===== config.mk =====
export PLATFORM = sky130hd
export DESIGN_NAME = mem_bist_ctrl
export DESIGN_NICKNAME = d
export VERILOG_FILES = /design/src/rtl/mem_pkg.sv /design/src/rtl/mem_bist_ctrl.sv
export SDC_FILE = /design/constraint.sdc
export NUM_CORES = 1
export LEC_CHECK = 0
export CORE_ASPECT_RATIO = 0.9
export CORE_MARGIN = 1
export CORE_UTILIZATION = 45
export CTS_CLUSTER_SIZE = 25
export DETAILED_ROUTE_END_ITERATION = 8
export MAX_ROUTING_LAYER = met4
export PLACE_DENSITY = 0.93
export SETUP_SLACK_MARGIN = 0.4
export SYNTH_ARGS = -nofsm -noshare
export SYNTH_HDL_FRONTEND = slang
export SYNTH_SLANG_ARGS = --single-unit

===== constraint.sdc =====
create_clock -name clk -period 3 [get_ports clk]
set_clock_uncertainty 0.15 [all_clocks]
set_input_delay 0.9 -clock clk [delete_from_list [all_inputs] [get_ports clk]]
set_output_delay 0.9 -clock clk [all_outputs]
set_load 0.005 [all_outputs]

===== src/rtl/mem_pkg.sv =====
// Shared defaults, state encoding and test-pattern generator for the memory BIST controller.
package mem_pkg;

  localparam int ADDR_W     = 4;
  localparam int DATA_W     = 32;
  localparam int RD_TIMEOUT = 8;
  // Widest data word the pattern function supports.
  localparam int MAX_W      = 64;

  typedef enum logic [2:0] {IDLE, WRITE, READ, WAIT, DONE} state_e;

  // Seed XOR the address replicated across the whole word.
  function automatic logic [MAX_W-1:0] pattern(input logic [MAX_W-1:0] seed,
                                               input logic [MAX_W-1:0] a,
                                               input int               aw);
    logic [MAX_W-1:0] rep;
    for (int i = 0; i < MAX_W; i++) begin
      rep[i] = a[i % aw];
    end
    return seed ^ rep;
  endfunction

endpackage


===== src/rtl/mem_bist_ctrl.sv =====
// March-style memory BIST: write a seeded pattern to every location, read each back and
// compare, tracking failure count, lowest failing address and read timeouts.
module mem_bist_ctrl #(
  parameter int ADDR_W     = mem_pkg::ADDR_W,
  parameter int DATA_W     = mem_pkg::DATA_W,
  parameter int RD_TIMEOUT = mem_pkg::RD_TIMEOUT
) (
  input  logic              clk,
  input  logic              rst,
  input  logic              start,
  input  logic [DATA_W-1:0] seed,
  output logic              write_enable,
  output logic              read_enable,
  output logic [ADDR_W-1:0] addr,
  output logic [DATA_W-1:0] data_in,
  input  logic [DATA_W-1:0] data_out,
  input  logic              valid_out,
  output logic              busy,
  output logic              done,
  output logic              pass,
  output logic [ADDR_W:0]   fail_count,
  output logic [ADDR_W-1:0] first_fail_addr
);
  import mem_pkg::*;

  localparam int              TmoW    = $clog2(RD_TIMEOUT + 1);
  localparam logic [ADDR_W-1:0] AddrMax = '1;
  localparam logic [ADDR_W:0]   FailMax = {1'b1, {ADDR_W{1'b0}}};

  state_e              state_q, state_d;
  logic [ADDR_W-1:0]   addr_q, addr_d;
  logic [DATA_W-1:0]   seed_q, seed_d;
  logic [ADDR_W:0]     fail_cnt_q, fail_cnt_d;
  logic [ADDR_W-1:0]   ffa_q, ffa_d;
  logic                pass_q, pass_d;
  logic [TmoW-1:0]     tmo_q, tmo_d;
  logic [DATA_W-1:0]   exp_data;
  logic                resolve, failed;

  assign exp_data = DATA_W'(pattern(MAX_W'(seed_q), MAX_W'(addr_q), ADDR_W));

  always_comb begin
    state_d      = state_q;
    addr_d       = addr_q;
    seed_d       = seed_q;
    fail_cnt_d   = fail_cnt_q;
    ffa_d        = ffa_q;
    pass_d       = pass_q;
    tmo_d        = tmo_q;
    write_enable = 1'b0;
    read_enable  = 1'b0;
    data_in      = '0;
    busy         = 1'b0;
    done         = 1'b0;
    resolve      = 1'b0;
    failed       = 1'b0;

    unique case (state_q)
      IDLE: begin
        if (start) begin
          seed_d     = seed;
          fail_cnt_d = '0;
          ffa_d      = '0;
          pass_d     = 1'b0;
          addr_d     = '0;
          state_d    = WRITE;
        end
      end
      WRITE: begin
        busy         = 1'b1;
        write_enable = 1'b1;
        data_in      = exp_data;
        addr_d       = addr_q + ADDR_W'(1);
        if (addr_q == AddrMax) state_d = READ;
      end
      READ: begin
        busy        = 1'b1;
        read_enable = 1'b1;
        tmo_d       = TmoW'(1);
        // A response in the strobe cycle is a zero-latency memory.
        if (valid_out) begin
          resolve = 1'b1;
          failed  = (data_out != exp_data);
        end else if (RD_TIMEOUT <= 1) begin
          resolve = 1'b1;
          failed  = 1'b1;
        end else begin
          state_d = WAIT;
        end
      end
      WAIT: begin
        busy = 1'b1;
        // tmo_q counts cycles elapsed since the strobe, strobe cycle included.
        if (valid_out) begin
          resolve = 1'b1;
          failed  = (data_out != exp_data);
        end else if ((int'(tmo_q) + 1) >= RD_TIMEOUT) begin
          resolve = 1'b1;
          failed  = 1'b1;
        end else begin
          tmo_d = tmo_q + TmoW'(1);
        end
      end
      DONE: begin
        done    = 1'b1;
        pass_d  = (fail_cnt_q == '0);
        state_d = IDLE;
      end
      default: state_d = IDLE;
    endcase

    if (resolve) begin
      if (failed) begin
        if (fail_cnt_q == '0) ffa_d = addr_q;
        if (fail_cnt_q != FailMax) fail_cnt_d = fail_cnt_q + (ADDR_W + 1)'(1);
      end
      if (addr_q == AddrMax) begin
        state_d = DONE;
      end else begin
        addr_d  = addr_q + ADDR_W'(1);
        state_d = READ;
      end
    end
  end

  always_ff @(posedge clk) begin
    if (rst) begin
      state_q    <= IDLE;
      addr_q     <= '0;
      seed_q     <= '0;
      fail_cnt_q <= '0;
      ffa_q      <= '0;
      pass_q     <= 1'b0;
      tmo_q      <= '0;
    end else begin
      state_q    <= state_d;
      addr_q     <= addr_d;
      seed_q     <= seed_d;
      fail_cnt_q <= fail_cnt_d;
      ffa_q      <= ffa_d;
      pass_q     <= pass_d;
      tmo_q      <= tmo_d;
    end
  end

  assign addr            = addr_q;
  assign pass            = pass_q;
  assign fail_count      = fail_cnt_q;
  assign first_fail_addr = ffa_q;

endmodule


# Word-level counts from Yosys, hierarchy flattened
# Cells that the tools add are included.
# Widths: inputs -> output; s select.
# op_classes
magnitude_cmp	1
n_addsub	4
bitwise_logic	1
mux	37
reduce_logical	9
eq_ne	14
# op_table
operator	n
$mux 4	10
$mux 32	1
$ne 32x32->1	1
$xor 32x32->32	1
$mux 5	5
$pmux 4 s2	2
$mux 3	5
$pmux 3 s4	1
$mux 1	10
$ne 3x3->1 const B	3
$add 4x1->4 const B	2
$ne 2x2->1 const B	4
$eq 3x2->1 const B	2
$pmux 1 s2	3
$add 4x1->5 const B	1
$add 5x1->5 const B	1
$ge 5x4->1 const B	1
$logic_not 5->1	1
$ne 5x5->1 const B	1
$eq 4x4->1 const B	1
$reduce_and 2->1	2
$reduce_and 4->1	1
$reduce_bool 2->1	2
$eq 3x1->1 const B	1
other kinds (4)	4
# totals
in_bits	68
ff_bits	53

# Depth between registers and ports, before layout
# Gate-level depths: netlist of run 1.
# logic_depth
word_depth	7
depth_mapped	8
mapped_depth_nobuf	8

# Least setup slack after synthesis of run 1
# No wires, ideal clock.
# synth_path
path_type	input-to-reg
from	in data_out[21]
to	reg fail_cnt_q[0] (netlist: fail_count[0])
path_slack_ps	197
arrival_ps	2530
cell_stages	7
path_buffers	0
required_time_ps	2727
path_cell_list	xor2_1 or4_1 mux2i_1 o21ai_2 nor4_2 or3_1 mux2_1
# synth_via
elab_chain_len	5
word_cells_on_any_way	6
cone_classes	1 x eq/ne; 5 x mux
# synth_rtl
element	line	source
start: declaration	mem_bist_ctrl.sv:16	input logic [DATA_W-1:0] data_out,
$ne 32x32->1 (*)	mem_bist_ctrl.sv:83, mem_bist_ctrl.sv:96	
$mux 1 (on tied branches)	mem_bist_ctrl.sv:94, mem_bist_ctrl.sv:81	
$pmux 1 s2 (*)	mem_bist_ctrl.sv:58	unique case (state_q)
$mux 5 (*)	mem_bist_ctrl.sv:113	if (failed) begin
$mux 5 (*)	mem_bist_ctrl.sv:112	if (resolve) begin
end signal: assignment	mem_bist_ctrl.sv:139	fail_cnt_q <= fail_cnt_d;
end: declaration	mem_bist_ctrl.sv:33	logic [ADDR_W:0] fail_cnt_q, fail_cnt_d;
# Every way passes the cells marked *; elsewhere a longest branch is shown, timed or not.
# A chain may end at the register's enable or synchronous reset.

# Worst setup path in the final report of run 1
# layout_path
from	reg state_q[0]
to	out data_in[18]
# layout_via
elab_chain_len	2
# layout_rtl
element	line	source
start: declaration	mem_bist_ctrl.sv:30	state_e state_q, state_d;
start signal: assignment	mem_bist_ctrl.sv:136	state_q <= state_d;
$eq 3x1->1	mem_bist_ctrl.sv:58	
$mux 32	mem_bist_ctrl.sv:58	
end: declaration	mem_bist_ctrl.sv:15	output logic [DATA_W-1:0] data_in,
# Every way passes these cells.

==> results of run 1 <==
[worst paths after layout]
| path | slack, ps | end |
|---|---|---|
| setup / recovery | 170 | data_in[18] |
| hold / removal | 340 | first_fail_addr[3] |
| setup reg to reg | 290 | fail_count[2] |
| hold reg to reg | 340 | first_fail_addr[3] |
[routing by layer]
layer  up-vias  share of wire
met5         -              0
met4         0          0.067
met2       294           0.49
met3        94          0.087
li1       1669              -
met1      1822           0.35
[power breakdown]
group          total (mW)  internal, mW  switching, mW  leakage [nW]
sequential          0.775         0.734         0.0408         0.434
combinational       0.553         0.278          0.275          1.69
clock               0.529         0.256          0.273        0.0603
total                1.86          1.27          0.588          2.18
[area by class of cell]
cell class              count  area [um^2]  area share
diodes                      2        5.005   0.0009396
clock buffers               5        68.82     0.01292
clock inverters             3        50.05    0.009396
inverters                  11        46.29    0.008692
multi-input cells         323         2440      0.4581
flip-flops and latches     53         1066      0.2001
well taps                  90        112.6     0.02114
repair buffers            162         1538      0.2887
[state kept, by name, indices dropped and copies added (netlist names)]
register	count
state_q	3
seed_q	32
first_fail_addr	4
fail_count	5
pass	1
tmo_q	4
addr	4
[layout by cell type (no fill, tap or decap), types with 18 or more instances in the layout]
master,synthesis,final
a21oi_1,41,41
buf_2,4,29
buf_4,0,23
buf_6,0,19
clkdlybuf4s50_1,0,50
dfxtp_1,53,49
dlygate4sd2_1,0,18
nand2_1,72,71
nor2_1,51,24
nor2_4,0,22
xnor2_1,38,32
[stage by stage]
stage               total power, mW  setup slack, ps
global route                  1.914            123.9
finish                        1.857            165.9
CTS                           1.772            185.3
detailed placement            1.167           -461.0
global placement              1.153           -394.1
floorplan                    0.9662            205.4
[logic make-up (layout without fill, tap and decap cells)]
group	count (synthesis)	in the layout	synth area share
compound gates	78	78	0.1617
xor+xnor	61	61	0.1680
fa+ha+maj	5	5	0.01967
buf+inv	38	181	0.04642
flops	53	53	0.3336
mux	5	5	0.01613
other cells	0	2	0
simple gates	174	174	0.2545
[critical path: stages, from the launching register on]
cell and delay [ps]:
dfxtp_2 360, inv_2 40, or3_4 410, buf_4 170
buf_16 130, buf_6 110, nor2_1 100, buf_2 130
[repair_timing]
item | CTS | global route
hold buffers | 0 | 0
cloned | 4 | 0
resized for setup | 252 | 59
setup buffers | 18 | 5
endpoints found under the setup margin | 44 | 51
pin swaps | 46 | 18
==> metrics.txt, run 1 <==
status completed; routed wire length 13.55 mm; Iteration-0 DRC Markers 314; via count of the first global-routing pass 3674; Antenna Violating Nets Remaining 0; mapped cell area 3181 um^2; Final Setup Violations 0; M1 GR Usage 0.3649; register area share after synthesis 0.3336; Hold Worst Slack 337.5 ps; Top FF cell, synth dfxtp_1; critical path type flop to output port; Filler cells 368; top post-synthesis cells by count 72 x nand2_1, 53 x dfxtp_1, 51 x nor2_1; grt ovf 0; Synth area leaders dfxtp_1 33%, xnor2_1 10%, nand2_1 8.5%; syn_area_per_cell 7.682 um^2; Post-synth EDFFs 0; DP HPWL 7.045 mm; Mapped Nets 487; reg2reg start addr[3]; H-Tree Level Count 2; reg2reg path depth 9; CTS tree done; Setup crit start kind flop; FF+latch count, synth 53; top-area cell type share of the netlist area 0.3336; CTS Buf Count 5; Final nets 629; die area 7409 um^2; # IOs 118; Synthesis Warnings 0; clock sinks 53; Max VDD drop 0.0002707 V; largest net degree at the start of global routing 31; Placed Cells 612; Placement Cell Area 4526 um^2; initial core utilization 0.4753; most common cell in the netlist nand2_1; critical path launch point state_q[0]; Hold Vio Cnt, Final 0; drt pass-1 iters 6; vias 3879; design area 5326 um^2; initial antenna violation count 0; crit-path max FO 6; GR Layer Usage met2 0.5879; global-route wire length before repair 18.71 mm; Final min period 2834 ps; CP Data Arrival Time 1780 ps; clock transition at the registers of the reported paths 120 ps; Max Freq 0.3529 GHz; share of cells above drive strength 1 0.3214; worst skew pair latency 330 ps; drt via density 5.977; Clock Path Buffers 2; DRC violations left 0; area delta synth->final 67.47%; input/output buffers 117; max_slew headroom 0.5016; GRT Overall Usage 0.3388; CP Capture Type output port; final std cells w/o fill 649; RD Place Congestion 0.8142; Data required, critical path 1950 ps; P_leak 2.180 nW; fin crit share 0.9447; Unique masters post-synth 55; min-delay worst type flop to flop; grt met3 use 0.06204; Core Rows 28; WHS Path Cells 2; Worst-Margin Slew 739.8 ps; hold_sp first_fail_addr[3]; setup_tns 0 ps; utilization after layout 0.7960; ys async rst share 0; Synth Instances 414; PD cells 348.6 nW/um^2; Die Span Y 81.76 um; clock root buffer clkbuf_8; Routed WL per cell 20.88 um; area leader, netlist dfxtp_1; unrepaired setup endpoints after global routing true; chip width 90.62 um; GRT Max-Usage Layer met2; core area 6691 um^2; number of max-cap violations 0; final-report max-slew violation count 0
Power figures use the tool's default switching activity.
==> run 2: changes to the inputs <==
--- a/config.mk
+++ b/config.mk
@@ -8,6 +8,7 @@
 export CORE_ASPECT_RATIO = 0.9
 export CORE_MARGIN = 1
 export CORE_UTILIZATION = 45
+export CTS_CLUSTER_DIAMETER = 30
 export CTS_CLUSTER_SIZE = 25
 export DETAILED_ROUTE_END_ITERATION = 8
 export MAX_ROUTING_LAYER = met4
==> results of run 2 <==
Final layout, timing and power as in run 1 (identical DEF).
==> run 3: changes to the inputs <==
--- a/config.mk
+++ b/config.mk
@@ -6,7 +6,6 @@
 export NUM_CORES = 1
 export LEC_CHECK = 0
 export CORE_ASPECT_RATIO = 0.9
-export CORE_MARGIN = 1
 export CORE_UTILIZATION = 45
 export CTS_CLUSTER_DIAMETER = 30
 export CTS_CLUSTER_SIZE = 25
==> results of run 3 <==
Final layout, timing and power as in run 1 (identical DEF).
